## src/rtl/uart_rx_os_fifo.sv

```systemverilog
// Oversampled UART receiver with majority-voted bit recovery, runtime frame format,
// break detection, and a first-word-fall-through FIFO carrying per-entry error flags.
module uart_rx_os_fifo #(
  parameter int MAX_DATA_BITS = 9,
  parameter int OVERSAMPLE    = 16,
  parameter int FIFO_DEPTH    = 16,
  parameter int SYNC_STAGES   = 2
) (
  input  logic                          clk,
  input  logic                          rst,
  input  logic                          rx,
  input  logic                          sample_tick,
  input  logic [3:0]                    cfg_data_bits,
  input  logic                          cfg_parity_en,
  input  logic                          cfg_parity_odd,
  input  logic                          cfg_stop2,
  input  logic                          rd_en,
  input  logic                          err_clr,
  output logic                          rd_valid,
  output logic [MAX_DATA_BITS-1:0]      rd_data,
  output logic                          rd_perr,
  output logic                          rd_ferr,
  output logic [$clog2(FIFO_DEPTH):0]   fifo_count,
  output logic                          overflow,
  output logic                          break_det,
  output logic [7:0]                    perr_cnt,
  output logic [7:0]                    ferr_cnt,
  output logic [7:0]                    ovf_cnt
);

  localparam int M  = OVERSAMPLE / 2;
  localparam int SW = $clog2(OVERSAMPLE);
  localparam int BW = $clog2(MAX_DATA_BITS + 1);
  localparam int AW = $clog2(FIFO_DEPTH);
  localparam int CW = AW + 1;
  localparam int EW = MAX_DATA_BITS + 2;

  typedef enum logic [2:0] {IDLE, START, DATA, PARITY, STOP1, STOP2, BRK_WAIT} state_t;

  function automatic logic [7:0] sat_inc(input logic [7:0] v);
    return (v == 8'hFF) ? v : v + 8'd1;
  endfunction

  function automatic logic [BW-1:0] clamp_bits(input logic [3:0] b);
    if (int'(b) < 5) return BW'(5);
    if (int'(b) > MAX_DATA_BITS) return BW'(MAX_DATA_BITS);
    return BW'(b);
  endfunction

  state_t                   state, state_n;
  logic [SYNC_STAGES-1:0]   sync;
  logic                     rxs;
  logic [SW-1:0]            scnt;
  logic [BW-1:0]            bit_idx, nbits;
  logic                     par_en, par_odd, stop2;
  logic                     smp_a, smp_b, pbit, ferr_f;
  logic [MAX_DATA_BITS-1:0] shreg;
  logic                     tick_start, wrap, decide, vote, all_zero;
  logic                     perr_now, ferr_now, frame_done, brk_hit;
  logic                     vld_p0;
  logic [EW-1:0]            frame_p0;

  logic [EW-1:0]            mem [FIFO_DEPTH];
  logic [AW-1:0]            wr_ptr, rd_ptr;
  logic [CW-1:0]            count;
  logic                     full, pop, push, drop;

  always_ff @(posedge clk or posedge rst) begin
    if (rst) sync <= '1;
    else     sync <= {sync[SYNC_STAGES-2:0], rx};
  end
  assign rxs = sync[SYNC_STAGES-1];

  assign tick_start = sample_tick && (state == IDLE) && !rxs;
  assign wrap       = sample_tick && (scnt == SW'(OVERSAMPLE - 1));
  assign decide     = sample_tick && (scnt == SW'(M + 1));
  assign vote       = (smp_a & smp_b) | (smp_a & rxs) | (smp_b & rxs);
  assign all_zero   = (shreg == '0) && (!par_en || !pbit);
  assign perr_now   = par_en && ((^shreg ^ pbit) != par_odd);
  assign ferr_now   = (state == STOP2) ? (ferr_f | ~vote) : ~vote;

  always_ff @(posedge clk or posedge rst) begin
    if (rst) state <= IDLE;
    else     state <= state_n;
  end

  always_comb begin
    state_n    = state;
    frame_done = 1'b0;
    brk_hit    = 1'b0;
    case (state)
      IDLE:     if (tick_start) state_n = START;
      START: begin
        if (decide && vote) state_n = IDLE;
        else if (wrap)      state_n = DATA;
      end
      DATA:     if (wrap && bit_idx == nbits - BW'(1)) state_n = par_en ? PARITY : STOP1;
      PARITY:   if (wrap) state_n = STOP1;
      STOP1: begin
        if (decide) begin
          if (!vote && all_zero) begin
            state_n = BRK_WAIT;
            brk_hit = 1'b1;
          end else if (!stop2) begin
            // Leave mid stop bit so the next start edge is caught with half a bit of slack.
            state_n    = IDLE;
            frame_done = 1'b1;
          end
        end else if (wrap && stop2) begin
          state_n = STOP2;
        end
      end
      STOP2: begin
        if (decide) begin
          state_n    = IDLE;
          frame_done = 1'b1;
        end
      end
      BRK_WAIT: if (sample_tick && rxs) state_n = IDLE;
      default:  state_n = IDLE;
    endcase
  end

  always_ff @(posedge clk or posedge rst) begin
    if (rst) begin
      scnt      <= '0;
      bit_idx   <= '0;
      nbits     <= '0;
      par_en    <= 1'b0;
      par_odd   <= 1'b0;
      stop2     <= 1'b0;
      vld_p0    <= 1'b0;
      break_det <= 1'b0;
    end else begin
      vld_p0    <= frame_done;
      break_det <= brk_hit;
      if (tick_start) begin
        scnt    <= SW'(1);
        bit_idx <= '0;
        nbits   <= clamp_bits(cfg_data_bits);
        par_en  <= cfg_parity_en;
        par_odd <= cfg_parity_odd;
        stop2   <= cfg_stop2;
      end else if (sample_tick && state != IDLE) begin
        scnt <= wrap ? '0 : scnt + SW'(1);
      end
      if (state == DATA && wrap) bit_idx <= bit_idx + BW'(1);
    end
  end

  // Stage p0: completed frame captured with its flags, pushed on the following edge.
  always_ff @(posedge clk) begin
    if (tick_start) shreg <= '0;
    if (sample_tick && scnt == SW'(M - 1)) smp_a <= rxs;
    if (sample_tick && scnt == SW'(M))     smp_b <= rxs;
    if (decide) begin
      case (state)
        DATA:    shreg[bit_idx] <= vote;
        PARITY:  pbit           <= vote;
        STOP1:   ferr_f         <= ~vote;
        default: ;
      endcase
    end
    if (frame_done) frame_p0 <= {ferr_now, perr_now, shreg};
  end

  assign full = (count == CW'(FIFO_DEPTH));
  assign pop  = rd_en && rd_valid;
  assign push = vld_p0 && (!full || pop);
  assign drop = vld_p0 && full && !pop;

  always_ff @(posedge clk) begin
    if (push) mem[wr_ptr] <= frame_p0;
  end

  always_ff @(posedge clk or posedge rst) begin
    if (rst) begin
      wr_ptr   <= '0;
      rd_ptr   <= '0;
      count    <= '0;
      overflow <= 1'b0;
      perr_cnt <= '0;
      ferr_cnt <= '0;
      ovf_cnt  <= '0;
    end else begin
      overflow <= drop;
      if (push) wr_ptr <= wr_ptr + AW'(1);
      if (pop)  rd_ptr <= rd_ptr + AW'(1);
      case ({push, pop})
        2'b10:   count <= count + CW'(1);
        2'b01:   count <= count - CW'(1);
        default: count <= count;
      endcase
      if (err_clr) begin
        perr_cnt <= '0;
        ferr_cnt <= '0;
        ovf_cnt  <= '0;
      end else begin
        if (vld_p0 && frame_p0[EW-2]) perr_cnt <= sat_inc(perr_cnt);
        if (vld_p0 && frame_p0[EW-1]) ferr_cnt <= sat_inc(ferr_cnt);
        if (drop)                     ovf_cnt  <= sat_inc(ovf_cnt);
      end
    end
  end

  assign rd_valid   = (count != '0);
  assign rd_data    = rd_valid ? mem[rd_ptr][MAX_DATA_BITS-1:0] : '0;
  assign rd_perr    = rd_valid && mem[rd_ptr][EW-2];
  assign rd_ferr    = rd_valid && mem[rd_ptr][EW-1];
  assign fifo_count = count;

endmodule

```

## config.mk

```make
export PLATFORM = sky130hd
export DESIGN_NAME = uart_rx_os_fifo
export DESIGN_NICKNAME = d
export VERILOG_FILES = /design/src/rtl/uart_rx_os_fifo.sv
export SDC_FILE = /design/constraint.sdc
export NUM_CORES = 1
export LEC_CHECK = 0
export ABC_AREA = 1
export CAP_MARGIN = 20
export CORE_AREA = 2 2 149 151
export DETAILED_ROUTE_END_ITERATION = 8
export DIE_AREA = 0 0 151 153
export PLACE_DENSITY = 0.73
export SETUP_SLACK_MARGIN = 0.4
export SLEW_MARGIN = 5
export SYNTH_ARGS = -nofsm -noshare
export SYNTH_HDL_FRONTEND = slang
export SYNTH_SLANG_ARGS = --single-unit
```

## constraint.sdc

```tcl
create_clock -name clk -period 4.9 [get_ports clk]
set_input_delay 0.49 -clock clk [delete_from_list [all_inputs] [get_ports clk]]
set_output_delay 0.49 -clock clk [all_outputs]
set_load 0.01 [all_outputs]
```

Word-level counts from Yosys, hierarchy flattened:

Memories as Yosys holds them, arrays and structs flattened.
Cells that the tools add are included.

* register bits: 84
* bits in writable memories: 176
* output and inout bits: 43
* logic and storage cells: 179
* memories kept: 1

Memories
* mem: words 16, width 11, rd ports 1, clocked after memory_dff 0, wr ports 1, line 63 `logic [EW-1:0] mem [FIFO_DEPTH];`

* $add $sub $neg: 10
* order comparisons: 4
* eq/ne operators: 29
* multiplexer cells: 55
* bitwise operators: 8
* reductions and logical operators: 49

Operators by type and width (number)
* 8-bit two-way mux: 9
* 3-bit two-way mux: 12
* 4-bit two-way mux: 9
* 9-bit two-way mux: 4
* 8-bit by 1-bit adder with 8-bit output (second input constant): 3
* 8-bit == test (second input constant): 3
* 1-bit logical AND: 24
* 3-bit case mux with 7 select lines: 1
* 4-bit by 1-bit adder with 4-bit output (second input constant): 4
* 1-bit two-way mux: 16
* 2-bit != test (second input constant): 8
* 4-bit == test (second input constant): 3
* 2-bit nonzero test: 6
* 5-bit case mux with 2 select lines: 1
* 2-bit AND reduction: 5
* 9-bit bitwise mux: 1
* 3-bit == test (second input constant): 3
* 9-bit zero test: 1
* 9-bit parity: 1
* 8-bit AND reduction: 1
* 3-bit by 2-bit == test with 1-bit output (second input constant): 2
* 1-bit zero test: 6
* 3-bit != test (second input constant): 2
* 5-bit by 1-bit adder with 5-bit output (second input constant): 1
* 24 further kinds: 29

Depth between registers and ports, before layout:

Gate-level depths: netlist (run 1).

* word-level depth: 8
* mapped depth: 15

Least setup slack after synthesis (run 1):

No wires, ideal clock.

* kind: flip-flop to flip-flop
* from: register count[1] (netlist: fifo_count[1])
* to: register count[4] (netlist: fifo_count[4])
* arrival: 2.155 ns
* required time: 4.834 ns
* setup slack: 2.680 ns
* stages on the path, launching flop included: 16
* cells stage by stage: dfrtp_1 > nor2_1 > nand2_2 > nor2_4 > inv_2 > nand2_2 > inv_2 > ha_1 > xor2_1 > ha_1 > inv_1 > nand2_1 > a31oi_1 > xor2_1 > nand2_1 > nand2_1

* cells in the longest elaborated chain, start to end: 6
* elaborated cells between the ends (all ways): 12

RTL lines
* start, declared: line 65 `logic [CW-1:0] count;`
* start signal, assigned: line 190 `2'b10: count <= count + CW'(1);`
* start signal, assigned: line 191 `2'b01: count <= count - CW'(1);`
* start signal, assigned: line 192 `default: count <= count;`
* 5-bit nonzero test *: line 206 `assign rd_valid = (count != '0);`
* via rd_valid: line 19 `output logic rd_valid,`
* 1-bit logical AND *: line 168 `assign pop = rd_en && rd_valid;`
* via pop: line 66 `logic full, pop, push, drop;`
* 1-bit logical OR: line 169 `assign push = vld_p0 && (!full || pop);`
* 1-bit logical AND: line 169
* 2-bit by 1-bit == test with 1-bit output or 2-bit == test (tied branches): line 189 `case ({push, pop})`
* 5-bit case mux with 2 select lines or 2-bit nonzero test (tied branches)

The timed path passes the listed nets; every way through them passes the cells marked *.
A chain may end at the register's enable or synchronous reset.

Worst setup path after layout (run 1):

* from: register rd_ptr[2]
* to: output rd_data[3]

* cells in the longest elaborated chain, start to end: 2

RTL lines
* start, declared: line 64 `logic [AW-1:0] wr_ptr, rd_ptr;`
* start signal, assigned: line 188 `if (pop) rd_ptr <= rd_ptr + AW'(1);`
* memory read 16 x 11 bit
* 9-bit two-way mux: line 207 `assign rd_data = rd_valid ? mem[rd_ptr][MAX_DATA_BITS-1:0] : '0;`
* end, declared: line 20 `output logic [MAX_DATA_BITS-1:0] rd_data,`

Every way passes these cells.

==> results of run 1 <==
==> cells by family after synthesis <==
logic type / Yosys count / share of synthesized area, %
simple gates: 475 / 17.2
flops: 260 / 64.0
compound gates: 198 / 9.47
buf+inv: 138 / 4.94
fa+ha+maj: 24 / 2.59
xor+xnor: 23 / 1.74
==> flip-flops by register name, summed over array words and instances (netlist names), 4 cells and up <==
signal and count:
fifo_count 5, shreg 9, frame_p0 11, rd_ptr 4, nbits 4, bit_idx 4, mem 176, wr_ptr 4
ferr_cnt 8, ovf_cnt 8, scnt 4, perr_cnt 8
==> per-stage QoR <==
| step | utilization, % | cell area [sq um] | setup slack [ps] | power, mW | hold slack [ps] |
|---|---|---|---|---|---|
| 2_1_floorplan | - | 11600 | 2680 | 4.07 | 345 |
| 3_3_place_gp | 57.6 | 12400 | 1590 | 4.70 | 346 |
| 3_5_place_dp | 57.7 | 12400 | 1510 | 4.74 | 350 |
| 4_1_cts | 62.0 | 13300 | 931 | 6.85 | 340 |
| 5_1_grt | 62.2 | 13400 | 583 | 7.21 | 350 |
| 6_report | 62.2 | 13400 | 926 | 6.82 | 339 |
==> worst min-delay path by stage <==
stage                        from          to  cells after the start
after global routing           rx     sync[0]                      1
after global placement    sync[0]     sync[1]                      0
after detailed placement  sync[0]     sync[1]                      0
after floorplan           sync[0]     sync[1]                      0
final                         rst  bit_idx[0]                      2
after CTS                     rst   rd_ptr[1]                      2
==> power breakdown <==
group	switching (mW)	internal, mW
Sequential	0.167	2.45
Combinational	1.31	0.778
Clock	0.833	1.28
==> layout make-up <==
type | count | area, sq um
multi-input combinational | 720 | 3600
timing repair buffer | 74 | 704
tap | 280 | 350
fill | 1714 | 8130
sequential | 260 | 7420
clock buffer | 39 | 751
inverter | 94 | 354
clock inverter | 11 | 174
==> critical path: stages, from the launching register on <==
cell and delay [ps]:
dfrtp_1 790, clkinv_1 890, a21oi_1 400, o31ai_1 110
a21oi_1 190, clkdlybuf4s50_1 570
==> layout by cell type (no fill, tap or decap), types with 3 or more instances in the layout <==
| cell type | netlist | routed |
|---|---|---|
| o31ai_1 | 11 | 11 |
| o211ai_1 | 23 | 23 |
| clkbuf_8 | 0 | 3 |
| nand2_1 | 200 | 200 |
| nand3_1 | 82 | 82 |
| ha_1 | 24 | 24 |
| nand2_2 | 3 | 3 |
| o21ai_1 | 3 | 4 |
| buf_6 | 2 | 3 |
| dfxtp_1 | 9 | 9 |
| a31oi_1 | 3 | 3 |
| buf_4 | 6 | 16 |
| bufinv_16 | 0 | 4 |
| o21ai_0 | 92 | 91 |
| o22ai_1 | 3 | 3 |
| nor2_4 | 3 | 3 |
| clkdlybuf4s50_1 | 0 | 55 |
| clkinv_2 | 1 | 6 |
| edfxtp_1 | 191 | 191 |
| nand3b_1 | 3 | 3 |
| dfrtp_1 | 58 | 57 |
| a21oi_1 | 58 | 58 |
| a211oi_1 | 3 | 3 |
| clkbuf_16 | 0 | 27 |
| nor2_1 | 150 | 150 |
| inv_2 | 5 | 6 |
| clkbuf_1 | 22 | 9 |
| xor2_1 | 16 | 16 |
| nand4_1 | 10 | 10 |
| xnor2_1 | 7 | 7 |
| nor3_1 | 15 | 14 |
| inv_1 | 87 | 86 |
| nor2_2 | 3 | 3 |
==> metal layers <==
layer / vias to the layer above / part of all wire (%)
met5: - / 0
met4: 0 / 1.9
met3: 39 / 7.5
met2: 316 / 48
met1: 3932 / 43
li1: 3964 / -
==> flow_summary.toml, run 1 <==
[clock_tree]
cts.sinks = 260
cts_setup_buffers = 0
clock_latency_ps = 540
cts_buffers = 27
ctsHoldBuffers = 0
cts_tree = "yes"
h-tree-depth = 1
cts-root-buf = "clkbuf_16"
post_cts_resized = 0
cts_buffer_depth = 3
clk_pin_slew_worst_paths_ps = 60

[place]
io_buffers = 55
dp_hpwl_mm = 16.0
place.gp.congestion = 0.853
dp.cells = 1424

[timing]
period_minus_slack_ps = 3970
period_share_pct = 81.1
rsz0062_at_grt = "false"
finalSetupViolations = 0
fmax_mhz = 252
tightest_slew_ps = 1060
max-slew-margin-rel_pct = 28.8
finClkSkew_ps = 6.78
hold_violations = 0
setup_tns_ps = 0
drv_slew = 0

[final_layout]
syn_to_final_growth_pct = 15.2
num-nets-final = 1214
drive_above_1_share_pct = 7.01
n_antenna_cell = 0
fin_cells = 1478

[job]
max_cap_violations = 0

[power]
powerDensity_nw_per_um2 = 511
p_leak_nw = 5.13
vdd_drop_max_uv = 402

[global_routing]
use_met1_pct = 31.2
top_usage_layer = "met2"
overflow = 0
grt_pass1_wl_mm = 40.6
grt_pass1_vias = 7816
antenna_found_initial = 0
grt_max_degree = 91
grtUsageTotal_pct = 22.2
met2_usage_pct = 36.4
use_met3_pct = 4.12

[synth]
ys_warn_count = 0
synth-main-ff-cell = "edfxtp_1"
synth_fp_nets = 1155
synth_commonest_cells = "200 x nand2_1, 191 x edfxtp_1, 150 x nor2_1"
ys_ff_latch = 260
yosysSeqAreaShare_pct = 64.0
synth_top_cell_area_share_pct = 49.5
synthCells = 1118
yosysUniqueCellTypes = 39
synth_area_sq_um = 11600
synth.area.top_cells = "edfxtp_1 49%, dfrtp_1 13%, nand2_1 6.5%"
async_reset_ff_share_pct = 23.1
synth_top_area_cell = "edfxtp_1"
avgSynthCellArea_sq_um = 10.4
synth-edff-count = 191
synth_most_common_cell = "nand2_1"

[setup_path]
crit_path_end_kind = "primary output"
cp-startpoint = "rd_ptr[2]"
ff2ff_path_depth = 15
worst_setup_path_start_kind = "flip-flop"
r2r_slack_ps = 2100
worstPathArrival_ps = 3480
r2r_start = "fifo_count[1]"
r2r-end = "fifo_count[4]"
cp-endpoint = "rd_data[3]"
crit_fanout = 26
critical_path_class = "reg -> out"
crit_required_ps = 4410

[routing]
num_vias = 8251
drc = 0
ant_nets = 0
first_iter_violations = 643
wire_per_inst_microns = 17.2
wl_mm = 25.4
viasPerCell = 5.58
drtPass1Iterations = 5

[die]
rows = 54
die_x_microns = 151
boundaryPins = 56
core_sq_um = 21500
dieArea_sq_um = 23100
die_h_microns = 153
start_util_pct = 53.9

[status]
status = "finished clean"

[min_path]
holdCritPathClass = "in -> async"
Note: power is estimated with default switching activity, not from simulation.
==> run 2, diff against run 1 <==
--- a/config.mk
+++ b/config.mk
@@ -7,10 +7,10 @@
 export LEC_CHECK = 0
 export ABC_AREA = 1
 export CAP_MARGIN = 20
-export CORE_AREA = 2 2 149 151
+export CORE_AREA = 2 2 150 152
 export DETAILED_ROUTE_END_ITERATION = 8
-export DIE_AREA = 0 0 151 153
-export PLACE_DENSITY = 0.73
+export DIE_AREA = 0 0 152 154
+export PLACE_DENSITY = 0.75
 export SETUP_SLACK_MARGIN = 0.4
 export SLEW_MARGIN = 5
 export SYNTH_ARGS = -nofsm -noshare
==> constraint.sdc (replaced) <==
create_clock -name clk -period 3.4 [get_ports clk]
set_input_delay 0.34 -clock clk [delete_from_list [all_inputs] [get_ports clk]]
set_output_delay 0.34 -clock clk [all_outputs]
set_load 0.01 [all_outputs]
==> flow_summary.toml, run 2 (same netlist as run 1, synthesis figures left out) <==
[routing]
drc = 0
wire_per_inst_microns = 18.0
num_vias = 8356
first_iter_violations = 627
ant_nets = 0
wl_mm = 26.9
drtPass1Iterations = 5
viasPerCell = 5.60

[clock_tree]
cts.sinks = 260
cts-root-buf = "clkbuf_16"
ctsHoldBuffers = 0
cts_buffers = 26
h-tree-depth = 1
cts_buffer_depth = 3
clk_pin_slew_worst_paths_ps = 60
clock_latency_ps = 530
cts_tree = "yes"

[setup_path]
path_cells = "buf_16, nor2_1, nor2_1, o21ai_0, o211ai_1, nand3_1, a21oi_1, clkdlybuf4s50_1"
crit_required_ps = 3060
crit_fanout = 23
slowest_delay_ps = 580
critical_path_class = "reg -> out"
crit_top_cell = "nor2_1"
crit_path_end_kind = "primary output"
worstPathArrival_ps = 2670
worst_setup_path_start_kind = "flip-flop"
slowest_stage = "clkdlybuf4s50_1"

[final_layout]
num-nets-final = 1228
largest_reg_flops = 176
final_cell_mix = "200 x nand2_1, 191 x edfxtp_1, 150 x nor2_1, 90 x o21ai_0, 85 x inv_1"
layout_commonest_cell = "nand2_1"
n_antenna_cell = 0
drive_above_1_share_pct = 8.51
top_register = "mem"
syn_to_final_growth_pct = 17.8
top_regs = "mem x176, frame_p0 x11, shreg x9"

[global_routing]
antenna_found_initial = 0
grt_max_degree = 46
grtUsageTotal_pct = 22.8
overflow = 0
grt_pass1_wl_mm = 43.1
grt_pass1_vias = 8307

[place]
preCtsSetupSlack_ps = 667
place.gp.congestion = 0.900
io_buffers = 55
dp_hpwl_mm = 16.1

[die]
die_x_microns = 152
boundaryPins = 56
start_util_pct = 53.4
core_sq_um = 21700
die_h_microns = 154
dieArea_sq_um = 23400
rows = 54

[timing]
setup_tns_ps = 0
hold_violations = 0
rsz0062_at_grt = "true"
fmax_mhz = 332
drv_slew = 0
setup_ws_ps = 392
tightest_slew_ps = 655
period_minus_slack_ps = 3010
finClkSkew_ps = 7.47
period_share_pct = 88.5
finalSetupViolations = 0
max-slew-margin-rel_pct = 56.3

[power]
powerDensity_nw_per_um2 = 753
vdd_drop_max_uv = 452
p_leak_nw = 5.35

[min_path]
holdCritPathClass = "in -> async"

[job]
max_cap_violations = 0

[status]
status = "finished clean"
==> run 2: where the power goes <==
group          internal (mW)  switching (mW)  total, mW
combinational           1.36            2.09       3.45
sequential              3.53           0.204       3.73
clock                   1.90            1.20       3.10
==> run 2: final timing paths <==
path,from,to,slack (ps),cells after the start
max,rd_ptr[0],rd_data[5],390,8
min,rst,ovf_cnt[4],170,2
max reg2reg,fifo_count[1],fifo_count[4],610,15
min reg2reg,sync[0],sync[1],350,0
max in group asynchronous,rst,sync[1],2460,3
min in group clk,rx,sync[0],220,1
==> run 2: final cells by class <==
type,count,area (sq um)
fillers,1686,8040
well taps,280,350
repair buffers,89,970
clock buffers,31,691
flip-flops and latches,260,7420
inverters,94,369
clock inverters,17,235
multi-input cells,720,3620
==> run 2: timing repair <==
item                       in CTS  in global routing
buffers inserted                1                  1
pin swaps                       2                  4
setup endpoints to repair      11                 11
cloned                          3                  1
resized for setup              11                 17
==> run 2: per-stage QoR <==
step	power [mW]	utilization (%)	instance area (sq um)	cells	hold slack [ps]
after floorplan	5.87	-	11600	1118	344
after global placement	6.84	57.7	12500	1437	346
after detailed placement	6.91	57.7	12500	1437	347
after CTS	10.3	62.6	13600	1489	179
after global routing	10.9	62.9	13700	1491	203
final	10.3	62.9	13700	1491	174
==> run 2: critical path, delay by kind of cell, from the launching register on <==
family / cells / cell delay [ps]
AO/OA/AOI/OAI: 3 / 530
AND/OR/NAND/NOR: 3 / 290
buffers and inverters: 2 / 790
flip-flops: 1 / 510
==> run 2: layer usage <==
layer,share of wire (%),track usage (%),up-vias
met5,0,0,-
met4,2.7,6.45,0
met3,7.4,4.14,49
met2,49,39.0,314
met1,41,30.1,4000
li1,-,-,3993
==> run 3, diff against run 2 <==
--- a/config.mk
+++ b/config.mk
@@ -5,11 +5,10 @@
 export SDC_FILE = /design/constraint.sdc
 export NUM_CORES = 1
 export LEC_CHECK = 0
-export ABC_AREA = 1
 export CAP_MARGIN = 20
-export CORE_AREA = 2 2 150 152
+export CORE_AREA = 2 2 146 148
 export DETAILED_ROUTE_END_ITERATION = 8
-export DIE_AREA = 0 0 152 154
+export DIE_AREA = 0 0 148 150
 export PLACE_DENSITY = 0.75
 export SETUP_SLACK_MARGIN = 0.4
 export SLEW_MARGIN = 5
==> flow_summary.toml, run 3 <==
[final_layout]
drive_above_1_share_pct = 20.6
final_cell_mix = "191 x edfxtp_1, 55 x mux4_2, 55 x dfrtp_1, 44 x clkdlybuf4s50_1, 33 x nand2_1"
top_regs = "mem x176, frame_p0 x11, shreg x9"
fin_cells = 1080
n_antenna_cell = 0
syn_to_final_growth_pct = 18.7
num-nets-final = 822
layout_commonest_cell = "edfxtp_1"
top_register = "mem"
largest_reg_flops = 176
fin_util_pct = 63.3

[clock_tree]
cts_buffers = 27
clk_pin_slew_worst_paths_ps = 60
cts_buffer_depth = 3
h-tree-depth = 1
clock_latency_ps = 510
ctsHoldBuffers = 0
cts_tree = "yes"
cts-root-buf = "clkbuf_16"
cts.sinks = 260

[setup_path]
crit_path_end_kind = "primary output"
crit_fanout = 7
worstPathArrival_ps = 2660
worst_setup_path_start_kind = "flip-flop"
slowest_stage = "mux4_2"
path_cells = "buf_6, buf_6, buf_12, buf_16, mux4_2, mux4_2, nor2b_4, buf_6"
crit_required_ps = 3060
critical_path_class = "reg -> out"
crit_top_cell = "buf_6"
slowest_delay_ps = 520

[global_routing]
grt_pass1_wl_mm = 36.2
overflow = 0
grtUsageTotal_pct = 21.7
grt_pass1_vias = 6366
met2_usage_pct = 39.2
antenna_found_initial = 0
use_met3_pct = 2.99
use_met1_pct = 27.1
grt_max_degree = 32
top_usage_layer = "met2"

[synth]
synth-simple-area-share_pct = 8.27
synth.area.mux_share_pct = 12.5
synthCells = 692
synth_fp_nets = 729
post_synth_xor_area_fraction_pct = 3.33
synth_top_cell_area_share_pct = 51.9
synth-compound-area-share_pct = 3.49
avgSynthCellArea_sq_um = 16.0
synth.area.top_cells = "edfxtp_1 52%, dfrtp_1 13%, mux4_2 11%"
ys_ff_latch = 260
ys_warn_count = 0
synth-main-ff-cell = "edfxtp_1"
yosysUniqueCellTypes = 51
yosysSeqAreaShare_pct = 67.2
synth_most_common_cell = "edfxtp_1"
synth_top_area_cell = "edfxtp_1"
async_reset_ff_share_pct = 23.1
synth_commonest_cells = "191 x edfxtp_1, 58 x dfrtp_1, 55 x mux4_2"
synth_area_sq_um = 11000
synth-edff-count = 191
synth_top_family_by_area = "multiplexers"
synth_fa_ha_area_share_pct = 2.72

[place]
place.gp.congestion = 0.834
io_buffers = 55
dp_hpwl_mm = 13.6
dp.cells = 1016
preCtsSetupSlack_ps = 427

[status]
status = "finished clean"

[timing]
fmax_mhz = 333
max-slew-margin-rel_pct = 43.9
setup_tns_ps = 0
drv_slew = 0
period_minus_slack_ps = 3000
hold_violations = 0
finClkSkew_ps = 8.03
period_share_pct = 88.3
rsz0062_at_grt = "true"
tightest_slew_ps = 839
setup_ws_ps = 396
finalSetupViolations = 0

[die]
start_util_pct = 53.4
die_h_microns = 150
core_sq_um = 20700
rows = 53
die_x_microns = 148
boundaryPins = 56
dieArea_sq_um = 22200

[power]
vdd_drop_max_uv = 422
p_leak_nw = 4.68
power.total_mw = 9.54
powerDensity_nw_per_um2 = 728

[routing]
drtPass1Iterations = 4
wl_mm = 23.3
num_vias = 6234
drc = 0
wire_per_inst_microns = 21.6
viasPerCell = 5.77
first_iter_violations = 369
ant_nets = 0

[job]
max_cap_violations = 0

[min_path]
holdCritPathClass = "in -> async"
run 3: cell types whose count changed after synthesis, sizes merged, moves of 41 or more:
cell / previous run / this run
o21ai: 96 / 27
nand2: 203 / 33
nor2: 156 / 32
a21oi: 58 / 17
nand3: 82 / 30
inv: 92 / 28
mux4: 0 / 55
run 3: per-stage QoR:
step | hold slack [ps] | instance area, sq um
floorplan | 344 | 11000
global placement | 348 | 12000
detailed placement | 349 | 12000
CTS | 213 | 13100
global route | 216 | 13100
finish | 232 | 13100
run 3: where the power goes:
group | internal (mW) | switching, mW
Clock | 1.58 | 1.14
Combinational | 1.70 | 1.25
Sequential | 3.55 | 0.319
run 3: kinds of logic (layout without fill, tap and decap cells):
family | count (synthesis) | after routing
AND/OR/NAND/NOR | 174 | 174
flip-flops | 260 | 260
buffers and inverters | 61 | 174
multiplexers | 68 | 68
adder cells (fa/ha/maj) | 24 | 24
AO/OA/AOI/OAI | 63 | 63
XOR/XNOR | 42 | 42
run 3: final cells by class:
| cell class | count | area [sq um] |
|---|---|---|
| fillers | 1462 | 7580 |
| flip-flops and latches | 260 | 7420 |
| multi-input cells | 371 | 3390 |
| repair buffers | 97 | 1030 |
| clock buffers | 39 | 741 |
| well taps | 275 | 344 |
| inverters | 28 | 108 |
| clock inverters | 10 | 71.3 |
run 3: worst paths after layout:
| kind | end | slack, ps | cells after the start | startpoint |
|---|---|---|---|---|
| max in group asynchronous | sync[0] | 2300 | 3 | rst |
| max | rd_perr | 400 | 8 | rd_ptr[0] |
| max reg2reg | fifo_count[4] | 610 | 13 | fifo_count[2] |
| min in group clk | sync[0] | 230 | 1 | rx |
| min | stop2 | 230 | 2 | rst |
| min reg2reg | sync[1] | 360 | 0 | sync[0] |
run 3: layer usage:
layer	part of all wire [%]	wire length, microns
met5	0	0
met4	2.5	588
met3	5.7	1330
met2	54	12600
met1	38	8740
run 3: critical path, delay by kind of cell, from the launching register on:
kind | cells | cell delay, ps
AND/OR/NAND/NOR | 1 | 150
buffers and inverters | 5 | 620
flip-flops | 1 | 430
multiplexers | 2 | 940
run 3: timing repair:
item / in CTS / in global routing
gates cloned: 3 / 1
setup buffers: 10 / 1
endpoints found under the setup margin: 11 / 12
gates resized for setup: 32 / 22
pin swaps: 0 / 1
==> RTL change, RTL diff (settings of run 1) <==
`OVERSAMPLE`: 16 -> 8.
--- a/src/rtl/uart_rx_os_fifo.sv
+++ b/src/rtl/uart_rx_os_fifo.sv
@@ -2,7 +2,7 @@
 // break detection, and a first-word-fall-through FIFO carrying per-entry error flags.
 module uart_rx_os_fifo #(
   parameter int MAX_DATA_BITS = 9,
-  parameter int OVERSAMPLE    = 16,
+  parameter int OVERSAMPLE    = 8,
   parameter int FIFO_DEPTH    = 16,
   parameter int SYNC_STAGES   = 2
 ) (
Check against the original RTL: same outputs for any inputs over 10 cycles, from zero or initial values and one cycle with rst high; that may be too few to reach the edited logic, so the function may still have changed.
==> RTL change against run 1 <==
  * Final area shrank 0.32%
  * Combinational power grew 3%
  * Critical path type unchanged
  * Sequential cell count shrank 1
  * Routed wire length grew 0.85%
  * Clock power shrank 5%
  * Total power shrank 0.17%
  * Cell count grew 1.9%
  * Clock skew grew 0.011 ns
  * Critical endpoint is now rd_ferr
  * Setup slack gained 0.35 ns
  * Synthesized area is essentially flat
  * Global-route usage grew 0.21 points
  * Highest routed layer unchanged
==> RTL change: results (changes against run 1) <==
[outcome]
status=finished, final reports clean  ; unchanged

[placed_design]
placed_area_sq_um=12400  ; about the same
placedCellCount=1450  ; was 1424
pre_cts_slack_ns=1.42  ; was 1.51 ns
dp_hpwl_mm=16.3  ; was 16.0 mm
place_congestion=0.843  ; was 0.853

[logic_synthesis]
synth.area.top_cells=edfxtp_1 50%, dfrtp_1 12%, nand2_1 11%  ; was edfxtp_1 49%, dfrtp_1 13%, nand2_1 6.5%
synth_compound_area_frac=0.0546  ; was 0.0947
synthDistinctLibCells=40  ; was 39
synthArstFlopShare=0.228  ; was 0.231
seq_area_frac_synth=0.639  ; was 0.640
synth_warnings=0  ; unchanged
synth_adder_area_share=0.0270  ; was 0.0259
syn_inst=1148  ; was 1118
synth_xor_area_frac=0.0189  ; was 0.0174
ys_top_cells_by_count=332 x nand2_1, 191 x edfxtp_1, 133 x nand3_1, 100 x nor2_1, 81 x inv_1  ; was 200 x nand2_1, 191 x edfxtp_1, 150 x nor2_1, 92 x o21ai_0, 87 x inv_1

[global_route]
grt_max_degree=90  ; was 91
gr-usage-met3=0.0325  ; was 0.0412
grt_use_total=0.225  ; was 0.222
grt_pass1_vias=8010  ; was 7816
grt_first_pass_wirelength_mm=40.9  ; was 40.6 mm
use_met2=0.364  ; about the same

[critical_path]
cp_slowest_stage_delay_ns=0.60  ; was 0.89 ns
crit_arrival_ns=3.14  ; was 3.48 ns
timing.rr.start=fifo_count[0]  ; was fifo_count[1]
path_max_fanout=49  ; was 26
crit_start=rd_ptr[0]  ; was rd_ptr[2]
endpoint=rd_ferr  ; was rd_data[3]
r2r_slack_ns=1.68  ; was 2.10 ns
crit_top_cell=nand2_1  ; was a21oi_1

[routing]
met3_length_mm=1.80  ; was 1.90 mm
routed-wl-met2_mm=12.0  ; was 12.1 mm
routed_wl_mm=25.6  ; was 25.4 mm
m1WireLength_mm=11.2  ; was 10.9 mm
drtIter0Drc=719  ; was 643
wl_per_cell_um=17.0  ; was 17.2 um

[power]
ir_drop_v=0.000346  ; was 0.000402 V
p_sw_w=0.00238  ; was 0.00231 W
powerComb_w=0.00216  ; was 0.00209 W
static-leakage-power_nw=5.40  ; was 5.13 nW
pwr-share-comb=0.317  ; was 0.307

[timing]
fmax_ghz=0.276  ; was 0.252 GHz
timing.slew.headroom=0.271  ; was 0.288
fin_hold_ws_ns=0.356  ; was 0.339 ns
skew_ns=0.0175  ; was 0.00678 ns

[cells_and_area]
drive_above_1_share=0.0644  ; was 0.0701
layout.nets=1243  ; was 1214

[worst_hold_path]
hold_depth=0
hold_class=reg2reg  ; was in2async
holdPathEnd=sync[1]

[cts]
clk_pin_slew_ns=0.06  ; about the same

## RTL change: cell count changes in the layout (fill, tap and decap cells not counted), moves of 4 or more
cell / before / now
o211ai_1: 23 / 0
nand3_1: 82 / 133
clkbuf_1: 9 / 5
o21ai_0: 91 / 43
buf_4: 16 / 12
nand2_1: 200 / 332
inv_1: 86 / 80
nor3_1: 14 / 8
nor2_1: 150 / 100
a21oi_1: 58 / 45
clkinv_1: 1 / 6
## RTL change: logic make-up after synthesis
| family | after synthesis |
|---|---|
| XOR/XNOR | 25 |
| buffers and inverters | 127 |
| flip-flops | 259 |
| adder cells (fa/ha/maj) | 25 |
| AND/OR/NAND/NOR | 598 |
| AO/OA/AOI/OAI | 114 |
## RTL change: area by class of cell
cell class              instances  area, sq um
repair buffers                 69          679
fillers                      1752         8170
inverters                      86          323
multi-input cells             762         3670
clock buffers                  36          783
clock inverters                14          108
flip-flops and latches        259         7400
well taps                     280          350
